<file path="config.mk">
export PLATFORM = sky130hd
export DESIGN_NAME = riscv_core_hazard_ctrl
export DESIGN_NICKNAME = d
export VERILOG_FILES = /design/src/rtl/riscv_core_hazard_pkg.sv /design/src/rtl/riscv_core_scoreboard.sv /design/src/rtl/riscv_core_hazard_ctrl.sv
export SDC_FILE = /design/constraint.sdc
export NUM_CORES = 1
export LEC_CHECK = 0
export ABC_AREA = 1
export CAP_MARGIN = 40
export CORE_MARGIN = 5
export CORE_UTILIZATION = 35
export CTS_BUF_LIST = sky130_fd_sc_hd__clkbuf_16
export DETAILED_ROUTE_END_ITERATION = 12
export PLACE_DENSITY = 0.69
export SYNTH_ARGS = -nofsm -noshare
export SYNTH_HDL_FRONTEND = slang
export SYNTH_SLANG_ARGS = --single-unit
</file>
<file path="constraint.sdc">
create_clock -name i_hazard_ctrl_clk -period 8.1 [get_ports i_hazard_ctrl_clk]
set_input_delay 2.43 -clock i_hazard_ctrl_clk [delete_from_list [all_inputs] [get_ports i_hazard_ctrl_clk]]
set_output_delay 2.43 -clock i_hazard_ctrl_clk [all_outputs]
set_load 0.02 [all_outputs]
</file>
<file path="src/rtl/riscv_core_hazard_pkg.sv">
// rtl/riscv_core_hazard_pkg.sv - shared types and constants for the hazard controller
package riscv_core_hazard_pkg;

  typedef enum logic [1:0] {
    FWD_RF  = 2'b00,
    FWD_WB  = 2'b01,
    FWD_MEM = 2'b10
  } fwd_sel_e;

  localparam logic [1:0] RESULTSRC_LOAD = 2'b01;

  typedef enum logic [1:0] {
    CAUSE_NONE       = 2'b00,
    CAUSE_FREEZE     = 2'b01,
    CAUSE_LOAD_USE   = 2'b10,
    CAUSE_SCOREBOARD = 2'b11
  } stall_cause_e;

endpackage

</file>
<file path="src/rtl/riscv_core_scoreboard.sv">
// rtl/riscv_core_scoreboard.sv - pending-register scoreboard and outstanding counter for long-latency ops
module riscv_core_scoreboard #(
  parameter  int NUM_REGS        = 32,
  parameter  int NUM_LL_UNITS    = 2,
  parameter  int MAX_OUTSTANDING = 4,
  localparam int REG_AW          = $clog2(NUM_REGS),
  localparam int CNT_W           = $clog2(MAX_OUTSTANDING + 1)
) (
  input  logic                           clk,
  input  logic                           rst,
  input  logic                           issue,
  input  logic [REG_AW-1:0]              issue_rd,
  input  logic [NUM_LL_UNITS-1:0]        done_valid,
  input  logic [NUM_LL_UNITS*REG_AW-1:0] done_rd,
  input  logic                           kill,
  input  logic [REG_AW-1:0]              rs1,
  input  logic [REG_AW-1:0]              rs2,
  input  logic [REG_AW-1:0]              rd,
  output logic                           rs1_hit,
  output logic                           rs2_hit,
  output logic                           rd_hit,
  output logic                           full
);

  logic [NUM_REGS-1:0] pending_q, pending_d;
  logic [CNT_W-1:0]    outstanding_q, outstanding_d;
  int                  done_cnt;
  int                  cnt_next;

  // The issuing register is only visible in pending_q next cycle, so bypass it here.
  assign rs1_hit = (rs1 != '0) && (pending_q[rs1] || (issue && (issue_rd == rs1)));
  assign rs2_hit = (rs2 != '0) && (pending_q[rs2] || (issue && (issue_rd == rs2)));
  assign rd_hit  = (rd  != '0) && (pending_q[rd]  || (issue && (issue_rd == rd)));
  assign full    = (outstanding_q == CNT_W'(MAX_OUTSTANDING));

  always_comb begin
    pending_d = pending_q;
    done_cnt  = 0;
    for (int k = 0; k < NUM_LL_UNITS; k++) begin
      if (done_valid[k]) begin
        pending_d[done_rd[k*REG_AW +: REG_AW]] = 1'b0;
        done_cnt = done_cnt + 1;
      end
    end
    // Applied after the clears so a same-cycle set on the same register wins.
    if (issue) begin
      pending_d[issue_rd] = 1'b1;
    end
    pending_d[0] = 1'b0;

    cnt_next = int'(outstanding_q) + int'(issue) - done_cnt;
    if (cnt_next < 0) begin
      cnt_next = 0;
    end
    outstanding_d = CNT_W'(cnt_next);

    if (kill) begin
      pending_d     = '0;
      outstanding_d = '0;
    end
  end

  always_ff @(posedge clk) begin
    if (rst) begin
      pending_q     <= '0;
      outstanding_q <= '0;
    end else begin
      pending_q     <= pending_d;
      outstanding_q <= outstanding_d;
    end
  end

endmodule

</file>
<file path="src/rtl/riscv_core_hazard_ctrl.sv">
// rtl/riscv_core_hazard_ctrl.sv - stall/flush/forwarding control with LL scoreboard; HAZARD_CTRL_PERF_EN adds perf counters
module riscv_core_hazard_ctrl
  import riscv_core_hazard_pkg::*;
#(
  parameter  int NUM_REGS        = 32,
  parameter  int NUM_LL_UNITS    = 2,
  parameter  int MAX_OUTSTANDING = 4,
  localparam int REG_AW          = $clog2(NUM_REGS)
) (
  input  logic                           i_hazard_ctrl_clk,
  input  logic                           i_hazard_ctrl_rst,
  input  logic [REG_AW-1:0]              i_hazard_ctrl_rs1_id,
  input  logic [REG_AW-1:0]              i_hazard_ctrl_rs2_id,
  input  logic [REG_AW-1:0]              i_hazard_ctrl_rd_id,
  input  logic                           i_hazard_ctrl_regwrite_id,
  input  logic [REG_AW-1:0]              i_hazard_ctrl_rs1_ex,
  input  logic [REG_AW-1:0]              i_hazard_ctrl_rs2_ex,
  input  logic [REG_AW-1:0]              i_hazard_ctrl_rd_ex,
  input  logic [REG_AW-1:0]              i_hazard_ctrl_rd_mem,
  input  logic [REG_AW-1:0]              i_hazard_ctrl_rd_wb,
  input  logic                           i_hazard_ctrl_regwrite_mem,
  input  logic                           i_hazard_ctrl_regwrite_wb,
  input  logic [1:0]                     i_hazard_ctrl_resultsrc_ex,
  input  logic                           i_hazard_ctrl_pcsrc_ex,
  input  logic                           i_hazard_ctrl_ll_ex,
  input  logic [NUM_LL_UNITS-1:0]        i_hazard_ctrl_ll_done_valid,
  input  logic [NUM_LL_UNITS*REG_AW-1:0] i_hazard_ctrl_ll_done_rd,
  input  logic                           i_hazard_ctrl_ll_kill,
  input  logic                           i_hazard_ctrl_icache_stall,
  input  logic                           i_hazard_ctrl_dcache_stall,
  input  logic                           i_hazard_ctrl_uart_stall,
  input  logic                           i_hazard_ctrl_csr_flush_id,
  input  logic                           i_hazard_ctrl_csr_flush_ex,
  input  logic                           i_hazard_ctrl_csr_flush_mem,
  input  logic                           i_hazard_ctrl_csr_flush_wb,
  output logic [1:0]                     o_hazard_ctrl_forwarda_ex,
  output logic [1:0]                     o_hazard_ctrl_forwardb_ex,
  output logic                           o_hazard_ctrl_stall_if,
  output logic                           o_hazard_ctrl_stall_id,
  output logic                           o_hazard_ctrl_stall_ex,
  output logic                           o_hazard_ctrl_stall_mem,
  output logic                           o_hazard_ctrl_stall_wb,
  output logic                           o_hazard_ctrl_flush_id,
  output logic                           o_hazard_ctrl_flush_ex,
  output logic                           o_hazard_ctrl_flush_mem,
  output logic                           o_hazard_ctrl_flush_wb,
  output logic                           o_hazard_ctrl_ll_issue
`ifdef HAZARD_CTRL_PERF_EN
  ,
  output logic [31:0]                    o_hazard_ctrl_perf_lu,
  output logic [31:0]                    o_hazard_ctrl_perf_sb,
  output logic [31:0]                    o_hazard_ctrl_perf_frz
`endif
);

  logic freeze, load_use, sb_full, ll_full, ll_issue, sb_hit, id_hazard;
  logic rs1_hit, rs2_hit, rd_hit;

  function automatic fwd_sel_e fwd_sel(input logic [REG_AW-1:0] rs,
                                       input logic [REG_AW-1:0] rd_mem,
                                       input logic              we_mem,
                                       input logic [REG_AW-1:0] rd_wb,
                                       input logic              we_wb);
    if (rs == '0)                   return FWD_RF;
    if (we_mem && (rd_mem == rs))   return FWD_MEM;
    if (we_wb && (rd_wb == rs))     return FWD_WB;
    return FWD_RF;
  endfunction

  assign o_hazard_ctrl_forwarda_ex = fwd_sel(i_hazard_ctrl_rs1_ex, i_hazard_ctrl_rd_mem,
                                             i_hazard_ctrl_regwrite_mem, i_hazard_ctrl_rd_wb,
                                             i_hazard_ctrl_regwrite_wb);
  assign o_hazard_ctrl_forwardb_ex = fwd_sel(i_hazard_ctrl_rs2_ex, i_hazard_ctrl_rd_mem,
                                             i_hazard_ctrl_regwrite_mem, i_hazard_ctrl_rd_wb,
                                             i_hazard_ctrl_regwrite_wb);

  assign freeze   = i_hazard_ctrl_icache_stall | i_hazard_ctrl_dcache_stall | i_hazard_ctrl_uart_stall;
  assign load_use = (i_hazard_ctrl_resultsrc_ex == RESULTSRC_LOAD) && (i_hazard_ctrl_rd_ex != '0) &&
                    ((i_hazard_ctrl_rd_ex == i_hazard_ctrl_rs1_id) ||
                     (i_hazard_ctrl_rd_ex == i_hazard_ctrl_rs2_id));
  assign ll_full  = i_hazard_ctrl_ll_ex & sb_full;
  assign ll_issue = i_hazard_ctrl_ll_ex & ~sb_full & ~freeze & ~i_hazard_ctrl_pcsrc_ex &
                    ~i_hazard_ctrl_csr_flush_ex & (i_hazard_ctrl_rd_ex != '0);
  assign o_hazard_ctrl_ll_issue = ll_issue;

  riscv_core_scoreboard #(
    .NUM_REGS        (NUM_REGS),
    .NUM_LL_UNITS    (NUM_LL_UNITS),
    .MAX_OUTSTANDING (MAX_OUTSTANDING)
  ) u_scoreboard (
    .clk        (i_hazard_ctrl_clk),
    .rst        (i_hazard_ctrl_rst),
    .issue      (ll_issue),
    .issue_rd   (i_hazard_ctrl_rd_ex),
    .done_valid (i_hazard_ctrl_ll_done_valid),
    .done_rd    (i_hazard_ctrl_ll_done_rd),
    .kill       (i_hazard_ctrl_ll_kill),
    .rs1        (i_hazard_ctrl_rs1_id),
    .rs2        (i_hazard_ctrl_rs2_id),
    .rd         (i_hazard_ctrl_rd_id),
    .rs1_hit    (rs1_hit),
    .rs2_hit    (rs2_hit),
    .rd_hit     (rd_hit),
    .full       (sb_full)
  );

  // rd only matters for writing instructions (WAW against an in-flight LL result).
  assign sb_hit    = rs1_hit | rs2_hit | (rd_hit & i_hazard_ctrl_regwrite_id);
  assign id_hazard = load_use | sb_hit;

  assign o_hazard_ctrl_stall_if  = freeze | (id_hazard & ~i_hazard_ctrl_pcsrc_ex) | ll_full;
  assign o_hazard_ctrl_stall_id  = o_hazard_ctrl_stall_if;
  assign o_hazard_ctrl_stall_ex  = freeze | ll_full;
  assign o_hazard_ctrl_stall_mem = freeze;
  assign o_hazard_ctrl_stall_wb  = freeze;

  assign o_hazard_ctrl_flush_id  = i_hazard_ctrl_pcsrc_ex | i_hazard_ctrl_csr_flush_id;
  assign o_hazard_ctrl_flush_ex  = i_hazard_ctrl_csr_flush_ex | i_hazard_ctrl_pcsrc_ex |
                                   (id_hazard & ~freeze & ~ll_full);
  assign o_hazard_ctrl_flush_mem = i_hazard_ctrl_csr_flush_mem | (ll_full & ~freeze);
  assign o_hazard_ctrl_flush_wb  = i_hazard_ctrl_csr_flush_wb;

`ifdef HAZARD_CTRL_PERF_EN
  stall_cause_e cause;
  logic [31:0]  perf_lu_q, perf_lu_d, perf_sb_q, perf_sb_d, perf_frz_q, perf_frz_d;

  // Each cycle is attributed to one cause; a freeze masks the ID-stage causes.
  always_comb begin
    cause = CAUSE_NONE;
    if (freeze)                                         cause = CAUSE_FREEZE;
    else if (load_use && !i_hazard_ctrl_pcsrc_ex)       cause = CAUSE_LOAD_USE;
    else if ((sb_hit && !i_hazard_ctrl_pcsrc_ex) || ll_full) cause = CAUSE_SCOREBOARD;
  end

  always_comb begin
    perf_lu_d  = perf_lu_q;
    perf_sb_d  = perf_sb_q;
    perf_frz_d = perf_frz_q;
    if (cause == CAUSE_LOAD_USE   && perf_lu_q  != 32'hFFFF_FFFF) perf_lu_d  = perf_lu_q + 32'd1;
    if (cause == CAUSE_SCOREBOARD && perf_sb_q  != 32'hFFFF_FFFF) perf_sb_d  = perf_sb_q + 32'd1;
    if (cause == CAUSE_FREEZE     && perf_frz_q != 32'hFFFF_FFFF) perf_frz_d = perf_frz_q + 32'd1;
  end

  always_ff @(posedge i_hazard_ctrl_clk) begin
    if (i_hazard_ctrl_rst) begin
      perf_lu_q  <= '0;
      perf_sb_q  <= '0;
      perf_frz_q <= '0;
    end else begin
      perf_lu_q  <= perf_lu_d;
      perf_sb_q  <= perf_sb_d;
      perf_frz_q <= perf_frz_d;
    end
  end

  assign o_hazard_ctrl_perf_lu  = perf_lu_q;
  assign o_hazard_ctrl_perf_sb  = perf_sb_q;
  assign o_hazard_ctrl_perf_frz = perf_frz_q;
`endif

endmodule

</file>
== Word-level counts from Yosys, hierarchy flattened ==
Index checks and enable logic that the tools add are counted.
W data, S select, Z words.

* $lt $le $gt $ge: 10
* Bitwise logic cells: 33
* Muxes and demuxes: 41
* Add/sub/neg operators: 3
* Equal/unequal tests: 9
* Reduce and logical (&&, ||, !) cells: 27

{| class="wikitable"
|+ Operator list
! operator !! number
|-
| $mux W32 || 4
|-
| $and A32 B32 Y32 || 2
|-
| $not A32 Y32 || 2
|-
| $lt A5 B6 Y1 const B || 6
|-
| $eq A5 B5 Y1 || 7
|-
| $lt A32 B1 Y1 const B || 1
|-
| $or A32 B32 Y32 || 1
|-
| $sub A32 B32 Y32 || 1
|-
| $mux W2 || 12
|-
| $reduce_bool A5 Y1 || 4
|-
| $mux W1 || 19
|-
| $bmux W1 S5 || 3
|-
| $demux W1 S5 || 3
|-
| $ge A5 B1 Y1 const B || 3
|-
| $logic_and A1 B1 Y1 || 15
|-
| $or A1 B1 Y1 || 12
|-
| $and A1 B1 Y1 || 11
|-
| $logic_not A5 Y1 || 2
|-
| $not A1 Y1 || 5
|-
| $add A3 B1 Y4 || 1
|-
| $logic_or A1 B1 Y1 || 4
|-
| $eq A3 B3 Y1 const B || 1
|-
| $reduce_or A3 Y1 || 1
|-
| $add A1 B1 Y2 const B || 1
|-
| other kinds (2) || 2
|}

* Word-level logic and storage cells: 126
* Output and inout port bits: 14
* Register bits: 35
* Bits of input ports: 69

== Depth between registers and ports, before layout ==
* Depth after elaboration: 16
* Depth in mapped cells: 14
* Gate-level depth less buffers: 12

== Cells and area by module ==
From an unflattened synthesis, not the netlist that was laid out.

* Cells, all modules: 633
* Area total of the unflattened synthesis: 3668.5 um^2

{| class="wikitable"
|+ By module, submodules not included
! module !! seq. area each (um^2) !! times used !! cells an instance !! area each (um^2)
|-
| riscv_core_scoreboard || 680.7 || 1 || 499 || 3016.6
|-
| riscv_core_hazard_ctrl || 0.0 || 1 || 134 || 651.9
|}

== Least setup slack after synthesis ==
No wires, ideal clock.

* Kind: input -> output
* Start point: in i_hazard_ctrl_rs1_id[0]
* End point: out o_hazard_ctrl_stall_if
* Path buffers: 3
* Path slack: 1.878 ns
* Data required time: 5.670 ns
* Cell stages on the path: 14
* Data arrival time: 3.792 ns
* Cell sequence: buf_2 -> inv_1 -> buf_2 -> nand2_1 -> nand3_1 -> nand3_1 -> nand3_1 -> nand3_1 -> nand2_1 -> nor2_1 -> nand3_1 -> nand2_1 -> nand2_1 -> buf_4

* Word-level cells in the longest chain between the ends: 10
* Elaborated cells on any way between the ends: 15
* Classes of those cells: eq/ne (1); mux (2); bitwise (6); reduce/logical (6)

{| class="wikitable"
|+ Ends and longest elaborated chain
! item !! line !! source
|-
| from (decl) || riscv_core_hazard_ctrl.sv:12 || <nowiki>input logic [REG_AW-1:0] i_hazard_ctrl_rs1_id,</nowiki>
|-
| $bmux W1 S5 or $eq A5 B5 Y1 (tied branches) || riscv_core_scoreboard.sv:31, riscv_core_hazard_ctrl.sv:79 ||
|-
| $mux W1 (not written as such) or $logic_and A1 B1 Y1 (tied branches) || riscv_core_scoreboard.sv:31 || <nowiki>assign rs1_hit = (rs1 != '0) && (pending_q[rs1] || (issue && (issue_rd == rs1)));</nowiki>
|-
| $logic_or A1 B1 Y1 || riscv_core_scoreboard.sv:31 ||
|-
| $logic_and A1 B1 Y1 || riscv_core_scoreboard.sv:31 ||
|-
| $or A1 B1 Y1 (2 in a row) || riscv_core_hazard_ctrl.sv:108 || <nowiki>assign sb_hit = rs1_hit | rs2_hit | (rd_hit & i_hazard_ctrl_regwrite_id);</nowiki>
|-
| $or A1 B1 Y1 * || riscv_core_hazard_ctrl.sv:109 || <nowiki>assign id_hazard = load_use | sb_hit;</nowiki>
|-
| $and A1 B1 Y1 * || riscv_core_hazard_ctrl.sv:111 || <nowiki>assign o_hazard_ctrl_stall_if = freeze | (id_hazard & ~i_hazard_ctrl_pcsrc_ex) | ll_full;</nowiki>
|-
| $or A1 B1 Y1 * (2 in a row) || riscv_core_hazard_ctrl.sv:111 ||
|-
| to (decl) || riscv_core_hazard_ctrl.sv:38 || <nowiki>output logic o_hazard_ctrl_stall_if,</nowiki>
|}

Mark *: on every way between the ends. The rest lies on a longest branch, timed or not. The select of a mux whose other input is x is not followed.

== Worst setup path after layout ==
* Start point: in i_hazard_ctrl_rd_ex[4]
* End point: out o_hazard_ctrl_stall_id

* Word-level cells in the longest chain between the ends: 11
* Elaborated cells on any way between the ends: 24
* Classes of those cells: eq/ne (3); bitwise (8); reduce/logical (13)

{| class="wikitable"
|+ Ends and longest elaborated chain
! item !! line !! source
|-
| from (decl) || riscv_core_hazard_ctrl.sv:18 || <nowiki>input logic [REG_AW-1:0] i_hazard_ctrl_rd_ex,</nowiki>
|-
| $reduce_bool A5 Y1 || riscv_core_hazard_ctrl.sv:78, riscv_core_hazard_ctrl.sv:83 ||
|-
| $and A1 B1 Y1 || riscv_core_hazard_ctrl.sv:83 || <nowiki>~i_hazard_ctrl_csr_flush_ex & (i_hazard_ctrl_rd_ex != '0);</nowiki>
|-
| $logic_and A1 B1 Y1 (on tied branches) || riscv_core_scoreboard.sv:31, riscv_core_scoreboard.sv:32, riscv_core_scoreboard.sv:33 ||
|-
| $logic_or A1 B1 Y1 (on tied branches) || riscv_core_scoreboard.sv:31, riscv_core_scoreboard.sv:32, riscv_core_scoreboard.sv:33 ||
|-
| $logic_and A1 B1 Y1 (on tied branches) || riscv_core_scoreboard.sv:31, riscv_core_scoreboard.sv:32, riscv_core_scoreboard.sv:33 ||
|-
| $or A1 B1 Y1 or $and A1 B1 Y1 (tied branches) || riscv_core_hazard_ctrl.sv:108 ||
|-
| $or A1 B1 Y1 || riscv_core_hazard_ctrl.sv:108 ||
|-
| $or A1 B1 Y1 * || riscv_core_hazard_ctrl.sv:109 ||
|-
| $and A1 B1 Y1 * || riscv_core_hazard_ctrl.sv:111 ||
|-
| $or A1 B1 Y1 * (2 in a row) || riscv_core_hazard_ctrl.sv:111 ||
|-
| to (decl) || riscv_core_hazard_ctrl.sv:39 || <nowiki>output logic o_hazard_ctrl_stall_id,</nowiki>
|}

Mark *: on every way between the ends. The rest lies on a longest branch, timed or not.

==> impl_metrics.xml <==
<?xml version="1.0" encoding="UTF-8"?>
<metrics>
  <group name="yosys">
    <metric name="warnings_synthesis" unit="">0</metric>
    <metric name="synthesis.nets" unit="">668</metric>
    <metric name="postSynth.topFlopCell" unit="">dfxtp_1</metric>
    <metric name="synthMuxAreaShare" unit="%">0</metric>
    <metric name="synth_xor_area_share" unit="%">6.290</metric>
    <metric name="synth-seq-area-share" unit="%">19.55</metric>
    <metric name="synthTopCellsByArea" unit="">dfxtp_1 (20%), nand2_1 (17%), nand3_1 (16%), inv_1 (7.0%), a21oi_1 (6.2%)</metric>
    <metric name="syn-cell-area" unit="mm²">0.003481</metric>
    <metric name="synth_fa_ha_area_share" unit="%">2.013</metric>
    <metric name="post_synthesis_mean_instance_area" unit="µm²">5.860</metric>
    <metric name="ys_seq_elements" unit="">34</metric>
    <metric name="postSynth.asyncResetShare" unit="%">0</metric>
    <metric name="synth_compound_gate_area_share" unit="%">14.45</metric>
    <metric name="synth_enable_flop_cells" unit="">0</metric>
    <metric name="combinational_family_with_the_most_area_after_synthesis" unit="">simple AND/OR/NAND/NOR gates</metric>
    <metric name="yosys.area.top_type_share" unit="%">19.55</metric>
    <metric name="library_cell_occupying_the_most_area_in_the_post_synthesis_netlist" unit="">dfxtp_1</metric>
    <metric name="postSynthCellCount" unit="">594</metric>
    <metric name="post_synth_num_cell_types" unit="">38</metric>
    <metric name="simple_logic_cell_fraction_of_the_synthesized_area" unit="%">45.76</metric>
  </group>
  <group name="worst_hold_path">
    <metric name="hold_ep" unit="">u_scoreboard.pending_q[12]</metric>
    <metric name="worst_hold_path_type" unit="">flop to flop</metric>
    <metric name="worst_hold_startpoint" unit="">u_scoreboard.pending_q[12]</metric>
    <metric name="min_delay_path_depth" unit="">2</metric>
  </group>
  <group name="clocking">
    <metric name="cts.path.max_buffers" unit="">2</metric>
    <metric name="cts_tree" unit="">done</metric>
    <metric name="clkLatencyLatePin" unit="ns">0.28</metric>
    <metric name="number_of_cts_inserted_buffers" unit="">5</metric>
    <metric name="cts.repair.resized" unit="">0</metric>
    <metric name="cts_post_setup_buffers_inserted" unit="">0</metric>
    <metric name="sinks_on_the_clock_net" unit="">34</metric>
    <metric name="clock_transition_at_the_registers_of_the_reported_paths" unit="ns">0.06</metric>
    <metric name="cts.hold.buffers_added" unit="">0</metric>
    <metric name="cts.root.buffer_cell" unit="">clkbuf_16</metric>
    <metric name="cts_htree_levels" unit="">2</metric>
  </group>
  <group name="detailed_routing">
    <metric name="vias" unit="">4370</metric>
    <metric name="drt-wirelength-per-cell" unit="µm">16.40</metric>
    <metric name="wl" unit="mm">13.12</metric>
    <metric name="antenna_left" unit="">0</metric>
    <metric name="viasPerCell" unit="">5.463</metric>
    <metric name="first_pass_iters" unit="">6</metric>
    <metric name="drt-initial-drc-count" unit="">356</metric>
    <metric name="detail_route.drc_violations" unit="">0</metric>
  </group>
  <group name="place">
    <metric name="port-buffer-count" unit="">80</metric>
    <metric name="post-dp-hpwl" unit="mm">10.58</metric>
    <metric name="place_congestion" unit="">0.9293</metric>
    <metric name="postPlaceCellArea" unit="mm²">0.004357</metric>
  </group>
  <group name="worst_setup_path">
    <metric name="worstReg2RegStart" unit="">u_scoreboard.outstanding_q[1]</metric>
    <metric name="critical_path.startpoint_type" unit="">input port</metric>
    <metric name="timing.critical_path.mode_cell" unit="">nand2_1</metric>
    <metric name="arrival" unit="ns">5.02</metric>
    <metric name="critical_path.max_stage_delay" unit="ns">0.76</metric>
    <metric name="timing.critical_path.slowest_stage_cell" unit="">clkdlybuf4s50_1</metric>
    <metric name="crit_path_cell_trace" unit="">clkdlybuf4s50_1 &gt; nor3_2 &gt; nand2_1 &gt; nand2_2 &gt; nor2_4 &gt; nand2_1 &gt; nand3_1 &gt; nand2_1 &gt; nand3_1 &gt; nand2_1 &gt; nand2_1 &gt; clkdlybuf4s50_1</metric>
    <metric name="endpoint_kind" unit="">primary output</metric>
    <metric name="timing.critical_path.required" unit="ns">5.67</metric>
    <metric name="critPathTopFamily" unit="">buffers and inverters</metric>
    <metric name="worstPathMaxFanout" unit="">17</metric>
    <metric name="rrSetupSlack" unit="ns">5.58</metric>
    <metric name="worst-r2r-cell-count" unit="">12</metric>
    <metric name="regToRegEndpoint" unit="">u_scoreboard.outstanding_q[1]</metric>
    <metric name="worstPathBufferInverterCount" unit="">2</metric>
    <metric name="worstSetupPathType" unit="">input port to primary output</metric>
  </group>
  <group name="pwr">
    <metric name="clockPowerShare" unit="%">44.7</metric>
    <metric name="share_seq_of_total_power" unit="%">29.9</metric>
    <metric name="total_switching_power" unit="µW">157.6</metric>
    <metric name="power.share.combinational" unit="%">25.4</metric>
    <metric name="netSwitchingFraction" unit="%">27.88</metric>
    <metric name="cell_internal_pwr" unit="µW">407.6</metric>
    <metric name="vdd.ir_drop.worst" unit="mV">0.1389</metric>
    <metric name="cellPowerDensity" unit="mW/mm²">124.1</metric>
    <metric name="total_leakage_power" unit="nW">1.699</metric>
  </group>
  <group name="final_layout">
    <metric name="area_of_combinational_cells_with_multiple_inputs" unit="mm²">0.002385</metric>
    <metric name="antenna_cells" unit="">0</metric>
    <metric name="final_area" unit="mm²">0.004556</metric>
    <metric name="final_layout_size_suffix_gt1_share" unit="%">4.348</metric>
    <metric name="flow.area_growth_from_synthesis" unit="%">30.88</metric>
    <metric name="final_core_util" unit="%">46.82</metric>
    <metric name="regArea" unit="µm²">680.7</metric>
    <metric name="layout.cells.most_common_list" unit="">nand2_1 (158), nand3_1 (108), clkdlybuf4s50_1 (80), inv_1 (65), a21oi_1 (43)</metric>
    <metric name="layout.cells.most_common" unit="">nand2_1</metric>
    <metric name="fillers" unit="">1044</metric>
    <metric name="fin_nets" unit="">740</metric>
  </group>
  <group name="die">
    <metric name="die_w" unit="µm">109.7</metric>
    <metric name="fp.dieArea" unit="mm²">0.01204</metric>
    <metric name="floorplan.rows" unit="">36</metric>
    <metric name="top_level_i_o_count" unit="">83</metric>
    <metric name="initial_utilization" unit="%">35.78</metric>
    <metric name="placeableCoreArea" unit="mm²">0.009729</metric>
    <metric name="floorplan.die.height" unit="µm">109.7</metric>
  </group>
  <group name="grt">
    <metric name="globalRouteTotalUtil" unit="%">21.58</metric>
    <metric name="first_global_vias" unit="">4192</metric>
    <metric name="antenna_found_initial" unit="">0</metric>
    <metric name="grt_pass1_wl" unit="mm">20.40</metric>
    <metric name="grt_overflow_total" unit="">0</metric>
    <metric name="pin_count_of_the_biggest_net_entering_global_routing" unit="">28</metric>
  </group>
  <group name="timing">
    <metric name="rsz0062_at_grt" unit="">false</metric>
    <metric name="fin_tns_setup" unit="ns">0</metric>
    <metric name="worst_pin_slew" unit="ns">0.8095</metric>
    <metric name="maxClockFrequency" unit="MHz">134.2</metric>
    <metric name="min_period_over_period" unit="%">91.96</metric>
    <metric name="setup_violations" unit="">0</metric>
    <metric name="finalHoldViolations" unit="">0</metric>
    <metric name="finalWorstPathRequiredPeriod" unit="ns">7.449</metric>
    <metric name="slew_headroom" unit="%">45.62</metric>
    <metric name="timing_max_transition_violations_final" unit="">0</metric>
    <metric name="fin_skew" unit="ns">0.004206</metric>
  </group>
  <group name="run">
    <metric name="cap_viol_max_count" unit="">0</metric>
  </group>
  <group name="outcome">
    <metric name="status" unit="">complete, no violations</metric>
  </group>
</metrics>
worst max-delay path by stage:
stage                                 start                     end  slack (ns)  depth (start not counted)
floorplan           i_hazard_ctrl_rs1_id[0]  o_hazard_ctrl_stall_if        1.88                         14
global placement     i_hazard_ctrl_rd_id[1]  o_hazard_ctrl_stall_id        0.81                         12
detailed placement   i_hazard_ctrl_rd_ex[4]  o_hazard_ctrl_stall_id        0.69                         12
CTS                  i_hazard_ctrl_rd_ex[4]  o_hazard_ctrl_stall_id        0.68                         12
global route         i_hazard_ctrl_rd_ex[4]  o_hazard_ctrl_stall_id        0.44                         12
finish               i_hazard_ctrl_rd_ex[4]  o_hazard_ctrl_stall_id        0.65                         12
cell usage after synthesis (all sizes together) (5+ instances only):
| master | n |
|---|---|
| o211ai | 11 |
| nor4 | 7 |
| inv | 66 |
| buf | 21 |
| nor3 | 27 |
| o221ai | 6 |
| nand2 | 159 |
| o21ai | 17 |
| nand3 | 109 |
| nand4 | 5 |
| a21oi | 43 |
| dfxtp | 34 |
| xor2 | 15 |
| xnor2 | 10 |
| nor2 | 40 |
power groups by stage:
stage / logic [mW] / registers, mW / clock network (mW)
finish: 0.144 / 0.169 / 0.252
global route: 0.157 / 0.169 / 0.261
CTS: 0.142 / 0.169 / 0.255
detailed placement: 0.141 / 0.173 / 0
global placement: 0.139 / 0.173 / 0
floorplan: 0.0786 / 0.173 / 0
metal layers:
layer	track usage, %	routed length [µm]	share of wire (%)
met1	27.30	5498	42
met2	36.40	6023	46
met3	4.698	1316	10
met4	6.946	280	2.1
met5	0	0	0
area by class of cell:
class | instances | area share, %
multi-input combinational | 466 | 52.35
clock buffer | 5 | 2.746
sequential | 34 | 14.94
clock inverter | 3 | 1.511
tap | 133 | 3.653
timing repair buffer | 90 | 19.12
inverter | 69 | 5.685
worst min-delay path, stage by stage, from the launching register on:
cell and delay, ns:
dfxtp_1 0.36, o221ai_1 0.09, a21oi_1 0.06
stage by stage:
stage | cells | setup slack (ns) | hold slack (ns) | power, mW
after floorplan | 594 | 1.878 | 0.4791 | 0.2512
after global placement | 789 | 0.8057 | 0.5354 | 0.3121
after detailed placement | 791 | 0.6907 | 0.5472 | 0.3142
after CTS | 799 | 0.6760 | 0.5579 | 0.5660
after global routing | 800 | 0.4410 | 0.5786 | 0.5875
final | 800 | 0.6509 | 0.5645 | 0.5652
flip-flops by register name (all words and copies together), names as in the netlist:
register / cells
u_scoreboard.outstanding_q: 3
u_scoreboard.pending_q: 31
cell families (layout without fill, tap and decap cells):
family,after synthesis,after routing
adders and majority gates,5,5
and+or+nand+nor,350,350
buffers and inverters,94,167
AOI/OAI and AO/OA,86,86
xor gates and xnor gates,25,25
DFF,34,34
Power figures use the tool's default switching activity.
